[src/rtl/uart_wb_initiator_pkg.sv]
// Shared constants for the serial-to-Wishbone debug bridge.
// Holds the command/response bytes and the FSM state encodings.
package uart_wb_initiator_pkg;

  localparam logic [7:0] CMD_WR  = 8'h57;
  localparam logic [7:0] CMD_RD  = 8'h52;
  localparam logic [7:0] RSP_OK  = 8'h4B;
  localparam logic [7:0] RSP_TO  = 8'h54;
  localparam logic [7:0] RSP_BAD = 8'h3F;

  typedef enum logic [2:0] {
    ST_IDLE  = 3'd0,
    ST_ADDR  = 3'd1,
    ST_WDATA = 3'd2,
    ST_BUS   = 3'd3,
    ST_RESP  = 3'd4
  } state_e;

  typedef enum logic [1:0] {
    RX_HUNT  = 2'd0,
    RX_START = 2'd1,
    RX_DATA  = 2'd2,
    RX_STOP  = 2'd3
  } rx_state_e;

endpackage

[src/rtl/uart_wb_initiator_rxtx.sv]
// 8N1 receiver and transmitter sharing one BAUDDIV setting.
// The transmitter accepts a new byte in the last stop-bit cycle so bytes go out back to back.
module uart_8n1_rxtx
  import uart_wb_initiator_pkg::*;
#(
  parameter int unsigned BAUDDIV = 104
) (
  input  logic       clk_i,
  input  logic       rst_ni,
  input  logic       rx_i,
  output logic       tx_o,
  output logic       rx_valid_o,
  output logic [7:0] rx_byte_o,
  output logic       rx_ferr_o,
  input  logic       tx_start_i,
  input  logic [7:0] tx_byte_i,
  output logic       tx_busy_o
);

  localparam logic [15:0] BAUD_LAST = 16'(BAUDDIV - 1);
  localparam logic [15:0] HALF_LAST = 16'(BAUDDIV / 2 - 1);

  logic [1:0]  sync_q;
  logic        rx_prev_q;
  rx_state_e   rx_st_q, rx_st_d;
  logic [15:0] rx_cnt_q, rx_cnt_d;
  logic [2:0]  rx_bit_q, rx_bit_d;
  logic [7:0]  rx_sh_q, rx_sh_d;
  logic        rx_valid_q, rx_valid_d;
  logic        rx_ferr_q, rx_ferr_d;

  logic        tx_active_q, tx_active_d;
  logic [9:0]  tx_sh_q, tx_sh_d;
  logic [15:0] tx_cnt_q, tx_cnt_d;
  logic [3:0]  tx_bit_q, tx_bit_d;
  logic        tx_q, tx_d;
  logic        tx_last;
  logic        rx_s;

  assign rx_s = sync_q[1];

  always_ff @(posedge clk_i or negedge rst_ni) begin
    if (!rst_ni) begin
      sync_q      <= 2'b11;
      rx_prev_q   <= 1'b1;
      rx_st_q     <= RX_HUNT;
      rx_cnt_q    <= '0;
      rx_bit_q    <= '0;
      rx_sh_q     <= '0;
      rx_valid_q  <= 1'b0;
      rx_ferr_q   <= 1'b0;
      tx_active_q <= 1'b0;
      tx_sh_q     <= '1;
      tx_cnt_q    <= '0;
      tx_bit_q    <= '0;
      tx_q        <= 1'b1;
    end else begin
      sync_q      <= {sync_q[0], rx_i};
      rx_prev_q   <= rx_s;
      rx_st_q     <= rx_st_d;
      rx_cnt_q    <= rx_cnt_d;
      rx_bit_q    <= rx_bit_d;
      rx_sh_q     <= rx_sh_d;
      rx_valid_q  <= rx_valid_d;
      rx_ferr_q   <= rx_ferr_d;
      tx_active_q <= tx_active_d;
      tx_sh_q     <= tx_sh_d;
      tx_cnt_q    <= tx_cnt_d;
      tx_bit_q    <= tx_bit_d;
      tx_q        <= tx_d;
    end
  end

  always_comb begin
    rx_st_d    = rx_st_q;
    rx_cnt_d   = rx_cnt_q;
    rx_bit_d   = rx_bit_q;
    rx_sh_d    = rx_sh_q;
    rx_valid_d = 1'b0;
    rx_ferr_d  = 1'b0;
    unique case (rx_st_q)
      RX_HUNT: begin
        if (rx_prev_q && !rx_s) begin
          rx_st_d  = RX_START;
          rx_cnt_d = '0;
        end
      end
      RX_START: begin
        // A start bit that is high again at mid-bit was only a glitch.
        if (rx_cnt_q == HALF_LAST) begin
          rx_cnt_d = '0;
          rx_bit_d = '0;
          rx_st_d  = rx_s ? RX_HUNT : RX_DATA;
        end else begin
          rx_cnt_d = rx_cnt_q + 16'd1;
        end
      end
      RX_DATA: begin
        if (rx_cnt_q == BAUD_LAST) begin
          rx_cnt_d = '0;
          rx_sh_d  = {rx_s, rx_sh_q[7:1]};
          rx_bit_d = rx_bit_q + 3'd1;
          if (rx_bit_q == 3'd7) rx_st_d = RX_STOP;
        end else begin
          rx_cnt_d = rx_cnt_q + 16'd1;
        end
      end
      RX_STOP: begin
        if (rx_cnt_q == BAUD_LAST) begin
          rx_cnt_d   = '0;
          rx_valid_d = rx_s;
          rx_ferr_d  = !rx_s;
          rx_st_d    = RX_HUNT;
        end else begin
          rx_cnt_d = rx_cnt_q + 16'd1;
        end
      end
      default: rx_st_d = RX_HUNT;
    endcase
  end

  assign tx_last   = tx_active_q && (tx_bit_q == 4'd9) && (tx_cnt_q == BAUD_LAST);
  assign tx_busy_o = tx_active_q && !tx_last;

  always_comb begin
    tx_active_d = tx_active_q;
    tx_sh_d     = tx_sh_q;
    tx_cnt_d    = tx_cnt_q;
    tx_bit_d    = tx_bit_q;
    if (tx_start_i && !tx_busy_o) begin
      tx_active_d = 1'b1;
      tx_sh_d     = {1'b1, tx_byte_i, 1'b0};
      tx_cnt_d    = '0;
      tx_bit_d    = '0;
    end else if (tx_active_q) begin
      if (tx_cnt_q == BAUD_LAST) begin
        tx_cnt_d = '0;
        tx_sh_d  = {1'b1, tx_sh_q[9:1]};
        tx_bit_d = tx_bit_q + 4'd1;
        if (tx_bit_q == 4'd9) tx_active_d = 1'b0;
      end else begin
        tx_cnt_d = tx_cnt_q + 16'd1;
      end
    end
    tx_d = tx_active_d ? tx_sh_d[0] : 1'b1;
  end

  assign tx_o       = tx_q;
  assign rx_valid_o = rx_valid_q;
  assign rx_byte_o  = rx_sh_q;
  assign rx_ferr_o  = rx_ferr_q;

endmodule

[src/rtl/uart_wb_initiator.sv]
// Serial command bridge: 'W'/'R' frames become single Wishbone classic cycles,
// answered with 'K', read data, 'T' on timeout or '?' for unknown commands.
module uart_wb_initiator
  import uart_wb_initiator_pkg::*;
#(
  parameter int unsigned BAUDDIV = 104,
  parameter int unsigned TIMEOUT = 1023
) (
  input  logic        CLK_I,
  input  logic        RSTN_I,
  input  logic        RX,
  output logic        TX,
  output logic        CYC_O,
  output logic        STB_O,
  output logic        WE_O,
  output logic [31:0] ADR_O,
  output logic [31:0] DAT_O,
  output logic [3:0]  SEL_O,
  input  logic        ACK_I,
  input  logic [31:0] DAT_I,
  output logic        busy
);

  localparam logic [15:0] TO_LIMIT = 16'(TIMEOUT);

  state_e      state_q, state_d;
  logic        is_wr_q, is_wr_d;
  logic [1:0]  nbyte_q, nbyte_d;
  logic [31:0] adr_q, adr_d;
  logic [31:0] dat_q, dat_d;
  logic [31:0] rsp_q, rsp_d;
  logic [2:0]  rsp_left_q, rsp_left_d;
  logic        cyc_q, cyc_d;
  logic        we_q, we_d;
  logic        busy_q, busy_d;
  logic [15:0] to_q, to_d;

  logic        rx_valid, rx_ferr, tx_start, tx_busy;
  logic [7:0]  rx_byte, tx_byte;

  uart_8n1_rxtx #(.BAUDDIV(BAUDDIV)) u_uart (
    .clk_i      (CLK_I),
    .rst_ni     (RSTN_I),
    .rx_i       (RX),
    .tx_o       (TX),
    .rx_valid_o (rx_valid),
    .rx_byte_o  (rx_byte),
    .rx_ferr_o  (rx_ferr),
    .tx_start_i (tx_start),
    .tx_byte_i  (tx_byte),
    .tx_busy_o  (tx_busy)
  );

  always_ff @(posedge CLK_I or negedge RSTN_I) begin
    if (!RSTN_I) begin
      state_q    <= ST_IDLE;
      is_wr_q    <= 1'b0;
      nbyte_q    <= '0;
      adr_q      <= '0;
      dat_q      <= '0;
      rsp_q      <= '0;
      rsp_left_q <= '0;
      cyc_q      <= 1'b0;
      we_q       <= 1'b0;
      busy_q     <= 1'b0;
      to_q       <= '0;
    end else begin
      state_q    <= state_d;
      is_wr_q    <= is_wr_d;
      nbyte_q    <= nbyte_d;
      adr_q      <= adr_d;
      dat_q      <= dat_d;
      rsp_q      <= rsp_d;
      rsp_left_q <= rsp_left_d;
      cyc_q      <= cyc_d;
      we_q       <= we_d;
      busy_q     <= busy_d;
      to_q       <= to_d;
    end
  end

  always_comb begin
    state_d    = state_q;
    is_wr_d    = is_wr_q;
    nbyte_d    = nbyte_q;
    adr_d      = adr_q;
    dat_d      = dat_q;
    rsp_d      = rsp_q;
    rsp_left_d = rsp_left_q;
    cyc_d      = cyc_q;
    we_d       = we_q;
    busy_d     = busy_q;
    to_d       = to_q;
    tx_start   = 1'b0;
    tx_byte    = rsp_q[31:24];
    unique case (state_q)
      ST_IDLE: begin
        if (rx_valid) begin
          if (rx_byte == CMD_WR || rx_byte == CMD_RD) begin
            state_d = ST_ADDR;
            is_wr_d = (rx_byte == CMD_WR);
            nbyte_d = '0;
            busy_d  = 1'b1;
          end else begin
            tx_start = 1'b1;
            tx_byte  = RSP_BAD;
          end
        end
      end
      ST_ADDR, ST_WDATA: begin
        if (rx_ferr) begin
          state_d = ST_IDLE;
          busy_d  = 1'b0;
        end else if (rx_valid) begin
          if (state_q == ST_ADDR) adr_d = {adr_q[23:0], rx_byte};
          else                    dat_d = {dat_q[23:0], rx_byte};
          nbyte_d = nbyte_q + 2'd1;
          if (nbyte_q == 2'd3) begin
            to_d    = '0;
            state_d = (state_q == ST_ADDR && is_wr_q) ? ST_WDATA : ST_BUS;
          end
        end
      end
      ST_BUS: begin
        // The strobe rises one cycle after entry and is held until ACK or timeout.
        if (!cyc_q) begin
          cyc_d = 1'b1;
          we_d  = is_wr_q;
        end else if (ACK_I) begin
          cyc_d      = 1'b0;
          we_d       = 1'b0;
          state_d    = ST_RESP;
          rsp_d      = is_wr_q ? {RSP_OK, 24'h0} : DAT_I;
          rsp_left_d = is_wr_q ? 3'd1 : 3'd4;
        end else if (to_q + 16'd1 == TO_LIMIT) begin
          to_d       = TO_LIMIT;
          cyc_d      = 1'b0;
          we_d       = 1'b0;
          state_d    = ST_RESP;
          rsp_d      = {RSP_TO, 24'h0};
          rsp_left_d = 3'd1;
        end else begin
          to_d = to_q + 16'd1;
        end
      end
      ST_RESP: begin
        // tx_busy drops in the final stop-bit cycle, so the next byte or the
        // return to idle lines up exactly with the end of the stop bit.
        if (!tx_busy) begin
          if (rsp_left_q != 3'd0) begin
            tx_start   = 1'b1;
            rsp_d      = {rsp_q[23:0], 8'h00};
            rsp_left_d = rsp_left_q - 3'd1;
          end else begin
            state_d = ST_IDLE;
            busy_d  = 1'b0;
          end
        end
      end
      default: state_d = ST_IDLE;
    endcase
  end

  assign CYC_O = cyc_q;
  assign STB_O = cyc_q;
  assign WE_O  = we_q;
  assign SEL_O = {4{cyc_q}};
  assign ADR_O = adr_q;
  assign DAT_O = dat_q;
  assign busy  = busy_q;

endmodule

[config.mk]
export PLATFORM = sky130hd
export DESIGN_NAME = uart_wb_initiator
export DESIGN_NICKNAME = d
export VERILOG_FILES = /design/src/rtl/uart_wb_initiator_pkg.sv /design/src/rtl/uart_wb_initiator_rxtx.sv /design/src/rtl/uart_wb_initiator.sv
export SDC_FILE = /design/constraint.sdc
export NUM_CORES = 1
export LEC_CHECK = 0
export CAP_MARGIN = 20
export CORE_MARGIN = 4
export CORE_UTILIZATION = 50
export CTS_CLUSTER_SIZE = 28
export DETAILED_ROUTE_END_ITERATION = 6
export MAX_ROUTING_LAYER = met4
export PLACE_DENSITY_LB_ADDON = 0.1
export SLEW_MARGIN = 20
export SYNTH_ARGS = -nofsm -noshare
export SYNTH_HDL_FRONTEND = slang
export SYNTH_SLANG_ARGS = --single-unit
[constraint.sdc]
create_clock -name CLK_I -period 5 [get_ports CLK_I]
set_input_delay 1.25 -clock CLK_I [delete_from_list [all_inputs] [get_ports CLK_I]]
set_output_delay 1.25 -clock CLK_I [all_outputs]
set_load 0.1 [all_outputs]
# Word level (Yosys, flattened, before mapping)
# Cells that the tools add are included.
# word_totals
latch_bits	0
output_inout_bits	73
mem_bits_rw	0
rom_bits	0
input_bits	36
word_cells	195
mem_count	0
reg_bits	190
# classes
eq_ne	36
shifts	0
addsub	7
n_mux	90
n_bitwise	2
mul	0
n_div	0
magnitude_cmp	0
n_reduce_logical	35
# op_table
operator	n
two-way mux 16 bit	12
two-way mux 32 bit	6
one-hot mux 32 bit (2 select lines)	1
two-way mux 3 bit	18
adder 16 x 1 -> 16 bit, second input constant	3
one-hot mux 16 bit (3 select lines)	1
== test 16 x 7 -> 1 bit, second input constant	2
one-hot mux 16 bit (2 select lines)	1
two-way mux 10 bit	3
two-way mux 1 bit	25
two-way mux 8 bit	3
two-way mux 2 bit	10
== test 16 x 10 -> 1 bit, second input constant	1
== test 16 x 6 -> 1 bit, second input constant	1
== test 8 x 7 -> 1 bit, second input constant	2
!= test 2 x 1 -> 1 bit, second input constant	8
!= test 2 bit, second input constant	8
AND reduction 5 bit	3
two-way mux 4 bit	3
one-hot mux 3 bit (2 select lines)	2
one-hot mux 3 bit (4 select lines)	1
AND reduction 6 bit	2
nonzero test 2 bit	6
one-hot mux 2 bit (4 select lines)	1
other kinds (28)	47

# Depth between registers and ports, before layout
# Gate-level depths: netlist (run 1).
# logic_depth
depth_word	10
ltp_mapped	10
depth_no_buf	8

# Cells and area by module
# A second synthesis (run 1) with hierarchy kept.
# unflattened
cells_unflattened	920
area_unflattened_um2	9575.4
# by_module_without_submodules
mod	n_inst	area_per_inst_um2	seq_area_each_um2	cells_per_inst
uart_wb_initiator	1	5999.5	3103.0	536
uart_8n1_rxtx	1	3575.9	1669.1	384

# Least setup slack after synthesis (run 1)
# No wires, ideal clock.
# synth_timing
kind	flip-flop to output port
from	reg cyc_q, in the netlist CYC_O
to	out SEL_O[0]
arrival_time_ps	1502
required_time_ps	3750
n_path_buf	1
path_slack_ps	2248
stages_incl_launch_ff	2
cell_sequence	dfrtp_1 -> buf_4
# synth_lines
element	line	rtl
from (decl)	uart_wb_initiator.sv:33	logic cyc_q, cyc_d;
from (signal assigned)	uart_wb_initiator.sv:75	cyc_q <= cyc_d;
to (decl)	uart_wb_initiator.sv:18	output logic [3:0] SEL_O,
# No word-level cell between the ends.

# Final worst setup path (run 1)
# layout_timing
from	reg cyc_q, in the netlist CYC_O
to	out CYC_O
# layout_lines
element	line	rtl
to (decl)	uart_wb_initiator.sv:13	output logic CYC_O,
# No word-level cell between the ends.

==> impl_summary.log, run 1 <==
[metrics] result of the run: finished clean
[metrics] share of post-route cells with drive strength above 1: 17.6%
[metrics] last weighted congestion value of the routability-driven placer: 0.839
[metrics] peak-usage layer in the global routing report: met2
[metrics] vias in the first global route: 6652
[metrics] detailed-placement wirelength estimate: 13.2 mm
[metrics] die height: 143 µm
[metrics] effective utilization at floorplan: 50.8%
[metrics] DRC marker count from the first detailed-route iteration: 423
[metrics] clk sinks: 190
[metrics] clock input transition at the sequential cells of the worst setup and hold paths: 70 ps
[metrics] met3 routing resource usage after global routing: 4.02%
[metrics] cell area after synthesis: 9100 µm²
[metrics] startpoint types: flip-flop
[metrics] Worst Setup Path Type: reg2out
[metrics] Mapped Nets: 869
[metrics] main flop type after synthesis: sky130_fd_sc_hd__dfrtp_1
[metrics] most common cell in the netlist: sky130_fd_sc_hd__dfrtp_1
[metrics] Num CTS Buffers: 17
[metrics] #FFs+latches synth: 190
[metrics] met1 usage in global routing: 26.6%
[metrics] shortest clock period the worst path allows after layout: 3550 ps
[metrics] top cell type by total area after synthesis: sky130_fd_sc_hd__dfrtp_1
[metrics] leakage power figure: 0.00506 µW
[metrics] Slew HR: 30.1%
[metrics] Area growth syn-to-layout: 20.4%
[metrics] Post-route DRC: 0
[metrics] buffers added on ports: 108
[metrics] transition at the pin with the smallest max-transition slack: 1050 ps
[metrics] count of yosys warnings during synthesis: 0
[metrics] Routed Wire Length: 19.5 mm
[metrics] arrival time of data at the critical path endpoint: 2300 ps
[metrics] share of the core filled with cells in the final layout: 61.2%
[metrics] type of destination of the critical path: output port
[metrics] floorplan die area: 20400 µm²
[metrics] Pre-antenna DRT Iters: 5
[metrics] synth cell count leaders: sky130_fd_sc_hd__dfrtp_1, sky130_fd_sc_hd__mux2_2, sky130_fd_sc_hd__nand2_1
[metrics] Avg WL per Cell: 17.0 µm
[metrics] delay of the slowest critical-path stage: 1240 ps
[metrics] post-cts gate resize count: 0
[metrics] number of buffers and inverters on the critical path: 1
[metrics] Max Buffers Root-to-Sink: 2
[metrics] Critical-path top delay cell: sky130_fd_sc_hd__clkdlybuf4s50_1
[metrics] Synth area leaders: sky130_fd_sc_hd__dfrtp_1, sky130_fd_sc_hd__mux2_2, sky130_fd_sc_hd__dfstp_2
[metrics] core region area: 17900 µm²
[metrics] number of nets with antenna violations after detailed routing: 0
[metrics] Max Cap Viol: 0
[metrics] distinct cell type count of the synthesized netlist: 62
[metrics] proportion of synthesized chip area in sequential cells: 52.5%
[metrics] via count: 6538
[metrics] Hold Buf Count CTS: 0
[metrics] gate count after technology mapping: 818
[metrics] number of slew-limit violations in the final report: 0
[metrics] Top Family by Delay on Critical Path: buffers and inverters
[metrics] maximum frequency from static timing analysis: 0.281 GHz
[metrics] mean number of vias per cell: 5.70
[metrics] post-route fraction of the period consumed by the critical path: 71.1%
[metrics] total number of nets in the final design: 956
[metrics] power density relative to cell area: 310 nW/µm²
[metrics] die width: 143 µm
[metrics] wire length of the first global-routing pass: 33.1 mm
[metrics] largest net degree at the start of global routing: 93
[metrics] Hold Path Class: reg2reg
[metrics] total global routing overflow: 0
[metrics] number of flops mapped to enable cells by yosys: 0
[metrics] filler instances: 1419
[metrics] number of post-CTS setup repair buffers: 0
[metrics] setup violators final: 0
[metrics] number of I/O pins: 109
[metrics] IR Drop Worst-Case VDD: 253 µV
[metrics] area of the multi-input gates: 4030 µm²
[metrics] register area: 4770 µm²
[metrics] CP required: 3750 ps
[metrics] cell chain of the critical path: clkdlybuf4s50_1
[metrics] Clock Skew: 12.9 ps
[metrics] met2 Resource Use GR: 33.0%
[metrics] async set or reset register ratio after synthesis: 100%
[metrics] number of rows in the core area: 49
[metrics] top cell type's share of synthesized area: 48.4%
[metrics] post-synthesis area per instance: 11.1 µm²
[metrics] number of antenna violations at the first check in global routing: 0
[metrics] clock tree from TritonCTS: built
[metrics] Skew-Pair Late Insertion Delay: 430 ps
[metrics] total global routing track utilization: 20.5%
[metrics] diode count: 0
[metrics] unrepaired setup endpoints after global routing: no
[metrics] root buffer cell: sky130_fd_sc_hd__clkbuf_16
[metrics] Sum Neg Setup Slack: 0 ps
[metrics] total count of hold-check failures in the final report: 0
[metrics] maximum level of the CTS H-tree: 4
[metrics] Crit Path Max Fanout: 13
==> placed cells by master (no fill, tap or decap), types with 15 or more instances in the layout <==
| master | synthesis | layout |
|---|---|---|
| sky130_fd_sc_hd__nand2_1 | 70 | 70 |
| sky130_fd_sc_hd__inv_1 | 20 | 20 |
| sky130_fd_sc_hd__a22o_1 | 24 | 24 |
| sky130_fd_sc_hd__nor2_1 | 44 | 44 |
| sky130_fd_sc_hd__a21oi_1 | 29 | 29 |
| sky130_fd_sc_hd__and3_1 | 17 | 17 |
| sky130_fd_sc_hd__dfrtp_1 | 176 | 176 |
| sky130_fd_sc_hd__mux2_4 | 20 | 20 |
| sky130_fd_sc_hd__a31oi_1 | 23 | 23 |
| sky130_fd_sc_hd__nand3_1 | 26 | 26 |
| sky130_fd_sc_hd__mux2_2 | 76 | 76 |
| sky130_fd_sc_hd__clkdlybuf4s50_1 | 0 | 107 |
| sky130_fd_sc_hd__ha_1 | 15 | 15 |
| sky130_fd_sc_hd__o21ai_0 | 58 | 58 |
| sky130_fd_sc_hd__clkbuf_16 | 0 | 17 |
==> through the flow <==
step / setup WS (ps) / total power [µW] / instances / instance area [µm²] / hold slack, ps
after global placement: 1500 / 1960 / 1115 / 10300 / 346
final: 1450 / 3390 / 1147 / 11000 / 357
after detailed placement: 1460 / 1990 / 1115 / 10300 / 347
after floorplan: 2250 / 1850 / 818 / 9100 / 345
after global routing: 1380 / 3550 / 1147 / 11000 / 361
after CTS: 1410 / 3430 / 1147 / 11000 / 357
==> report_power, final <==
group	switching [µW]	internal, µW
logic	221	132
registers	37.1	1570
clock network	645	783
total	903	2490
==> flip-flops by register name (all words and copies together), names as in the netlist, 2 cells and up, named ones only <==
signal and count:
rsp_left_q 3, u_uart.sync_q 2, u_uart.tx_sh_q 10, ADR_O 32, u_uart.rx_bit_q 3, DAT_O 32
nbyte_q 2, u_uart.tx_bit_q 4, state_q 3, u_uart.rx_byte_o 8, u_uart.rx_cnt_q 16, rsp_q 32
to_q 16, u_uart.tx_cnt_q 16
==> kinds of logic after synthesis <==
logic type,count (synthesis),share of synthesized area [%]
AND/OR/NAND/NOR,248,14.5
adder cells (fa/ha/maj),15,2.06
XOR/XNOR,18,1.73
multiplexers,99,13.1
AO/OA/AOI/OAI,180,12.7
flip-flops,190,52.5
buffers and inverters,68,3.42
==> final cells by class <==
type | instances | area share [%]
timing repair buffer | 116 | 10.6
clock inverter | 14 | 1.78
tap | 229 | 2.62
sequential | 190 | 43.6
multi-input combinational | 560 | 36.8
inverter | 20 | 0.686
clock buffer | 18 | 4.01
==> final timing paths <==
kind                                                 start                         endpoint  slack (ps)  cells after the start
worst max-delay path                     CYC_O$_DFFE_PN0P_                            CYC_O        1450                      1
worst min-delay path            u_uart.sync_q[0]$_DFF_PN1_       u_uart.sync_q[1]$_DFF_PN1_         360                      0
worst max register to register         to_q[0]$_DFFE_PN0P_        rsp_left_q[2]$_DFFE_PN0P_        1800                      7
worst min register to register  u_uart.sync_q[0]$_DFF_PN1_       u_uart.sync_q[1]$_DFF_PN1_         360                      0
max in group asynchronous                           RSTN_I       u_uart.rx_prev_q$_DFF_PN1_        3180                      2
min in group asynchronous                           RSTN_I  u_uart.tx_cnt_q[10]$_DFFE_PN0P_         860                      1
==> layer usage <==
| metal | wire length (µm) | up-vias |
|---|---|---|
| met2 | 9910 | 99 |
| met3 | 621 | 12 |
| met5 | 0 | - |
| li1 | - | 3139 |
| met4 | 170 | 0 |
| met1 | 8760 | 3288 |
(Power assumes the default switching activity.)
==> run 2, diff against run 1 <==
Clock period 5 ns to 3.1 ns, I/O delays scaled along.
==> run 2 against run 1 <==
Effect of this change: sequential cell count is the same; final cell count grew 1.0%; worst setup slack lost 1300 ps; sequential share of layout area grew 0.51 points; non-clock buffer count grew 13; hold slack lost 17 ps; critical path depth grew 7; combinational power grew 62%; core utilization shrank 0.71 points; die area is the same; register-to-register slack lost 1600 ps; global-route usage grew 0.52 points.
==> impl_summary.log, run 2 (synthesized netlist as in run 1, its figures left out) <==
[metrics] wire length of the first global-routing pass: 34.1 mm (+3.0%)
[metrics] post-cts gate resize count: 0 (unchanged)
[metrics] Hold Buf Count CTS: 0 (unchanged)
[metrics] most frequent cells in the layout: sky130_fd_sc_hd__dfrtp_1, sky130_fd_sc_hd__buf_4, sky130_fd_sc_hd__mux2_2
[metrics] die height: 143 µm (unchanged)
[metrics] total global routing overflow: 0 (unchanged)
[metrics] cell chain of the critical path: ha_1 > nand4_4 > nor4_4 > nand3_1 > a2111o_1 > o31a_2 > buf_12 > a221o_1
[metrics] core region area: 17900 µm² (unchanged)
[metrics] via count: 6670 (+2.0%)
[metrics] delay of the slowest critical-path stage: 490 ps (-750 ps)
[metrics] number of post-CTS setup repair buffers: 0 (unchanged)
[metrics] power density relative to cell area: 494 nW/µm² (+59%)
[metrics] largest net degree at the start of global routing: 70 (-25%)
[metrics] share of post-route cells with drive strength above 1: 26.5% (+8.8 points)
[metrics] floorplan die area: 20400 µm² (unchanged)
[metrics] post-route fraction of the period consumed by the critical path: 95.0%
[metrics] timing startpoint of the critical path: to_q[0]$_DFFE_PN0P_
[metrics] Skew-Pair Late Insertion Delay: 420 ps (about the same)
[metrics] setup violators final: 0 (unchanged)
[metrics] detailed-placement wirelength estimate: 13.9 mm (+4.7%)
[metrics] Max Buffers Root-to-Sink: 2 (unchanged)
[metrics] launch point of the worst reg-to-reg path: to_q[0]$_DFFE_PN0P_
[metrics] mean number of vias per cell: 5.75 (+0.96%)
[metrics] Hold Path Class: in2async
[metrics] effective utilization at floorplan: 50.8% (unchanged)
[metrics] diode count: 0 (unchanged)
[metrics] startpoint types: flip-flop
[metrics] Max Cap Viol: 0 (unchanged)
[metrics] vias in the first global route: 6888 (+3.5%)
[metrics] Post-route DRC: 0 (unchanged)
[metrics] total global routing track utilization: 21.0% (+0.52 points)
[metrics] DRC marker count from the first detailed-route iteration: 416 (-1.7%)
[metrics] arrival time of data at the critical path endpoint: 3250 ps (+950 ps)
[metrics] Slew HR: 43.8% (+14 points)
[metrics] Routed Wire Length: 20.1 mm (+3.1%)
[metrics] number of rows in the core area: 49 (unchanged)
[metrics] type of destination of the critical path: flip-flop
[metrics] clock tree from TritonCTS: built
[metrics] last weighted congestion value of the routability-driven placer: 0.902 (+7.5%)
[metrics] commonest non-fill, non-tap cell in the layout: sky130_fd_sc_hd__dfrtp_1
[metrics] transition at the pin with the smallest max-transition slack: 841 ps (-205 ps)
[metrics] Pre-antenna DRT Iters: 4 (-1)
[metrics] worst-case hold slack: 340 ps (-16.8 ps)
[metrics] IR Drop Worst-Case VDD: 545 µV (+120%)
[metrics] Crit Path Max Fanout: 34 (+21)
[metrics] total count of hold-check failures in the final report: 0 (unchanged)
[metrics] die width: 143 µm (unchanged)
[metrics] number of I/O pins: 109 (unchanged)
[metrics] maximum level of the CTS H-tree: 4 (unchanged)
[metrics] buffers added on ports: 108 (unchanged)
[metrics] number of slew-limit violations in the final report: 0 (unchanged)
[metrics] clk sinks: 190 (unchanged)
[metrics] Worst Setup Path Type: reg2reg
[metrics] Sum Neg Setup Slack: 0 ps (unchanged)
[metrics] total number of nets in the final design: 969 (+1.4%)
[metrics] Num CTS Buffers: 17 (unchanged)
[metrics] Critical-path top delay cell: sky130_fd_sc_hd__a2111o_1
[metrics] number of nets with antenna violations after detailed routing: 0 (unchanged)
[metrics] Avg WL per Cell: 17.3 µm (+2.0%)
[metrics] clock input transition at the sequential cells of the worst setup and hold paths: 70 ps (about the same)
[metrics] post-route total power: 5340 µW (+58%)
[metrics] result of the run: finished clean
[metrics] CP required: 3400 ps (-350 ps)
[metrics] Clock Skew: 13.8 ps (+0.917 ps)
[metrics] number of antenna violations at the first check in global routing: 0 (unchanged)
[metrics] share of the core filled with cells in the final layout: 60.5% (-0.71 points)
[metrics] leakage power figure: 0.00523 µW (+3.3%)
[metrics] root buffer cell: sky130_fd_sc_hd__clkbuf_16
[metrics] maximum frequency from static timing analysis: 0.340 GHz
[metrics] shortest clock period the worst path allows after layout: 2940 ps
[metrics] unrepaired setup endpoints after global routing: no
[metrics] Area growth syn-to-layout: 19.0%
==> run 2: per-layer routing <==
layer	GRT usage (%)	share of wire, %
met1	26.3	44
met2	35.5	52
met3	3.92	3.6
met4	5.30	1.1
met5	-	0
==> run 2: worst max-delay path: cells and delay by family (launching register included) <==
kind / cells / cell delay [ps]
compound gates: 3 / 1220
fa+ha+maj: 1 / 310
buf+inv: 1 / 190
flops: 1 / 460
simple gates: 3 / 640
==> run 2: final cells by class <==
cell class / instances / area (µm²)
clock inverters: 13 / 151
fillers: 1452 / 7080
well taps: 229 / 287
inverters: 20 / 75.1
repair buffers: 129 / 1080
clock buffers: 18 / 429
flip-flops and latches: 190 / 4770
multi-input cells: 560 / 4030
==> run 2: power by group <==
group / leakage [µW] / total [µW] / switching [µW] / internal [µW]
clock: 0.000277 / 2170 / 970 / 1200
sequential: 0.00253 / 2600 / 61.3 / 2540
combinational: 0.00243 / 571 / 355 / 217
==> run 2: through the flow <==
step | area, µm² | worst slack (ps) | cells
floorplan | 9100 | 383 | 818
CTS | 10800 | 162 | 1159
global placement | 10200 | 274 | 1128
detailed placement | 10200 | 157 | 1128
finish | 10800 | 156 | 1159
global route | 10800 | 2.85 | 1159
==> run 2: final timing paths <==
path,end,slack (ps),depth (start not counted)
worst max-delay path,rsp_left_q[2]$_DFFE_PN0P_,160,8
worst min-delay path,u_uart.tx_cnt_q[10]$_DFFE_PN0P_,340,1
worst max register to register,rsp_left_q[2]$_DFFE_PN0P_,160,8
worst min register to register,u_uart.sync_q[1]$_DFF_PN1_,360,0
max in group asynchronous,DAT_O[26]$_DFFE_PN0P_,1960,2
min in group CLK_I,u_uart.sync_q[1]$_DFF_PN1_,360,0
==> run 3, diff against run 2 <==
Settings changed: TNS_END_PERCENT set to 30.
==> results of run 3 <==
Same layout as run 2: the final DEF is identical, and so are final timing and power.
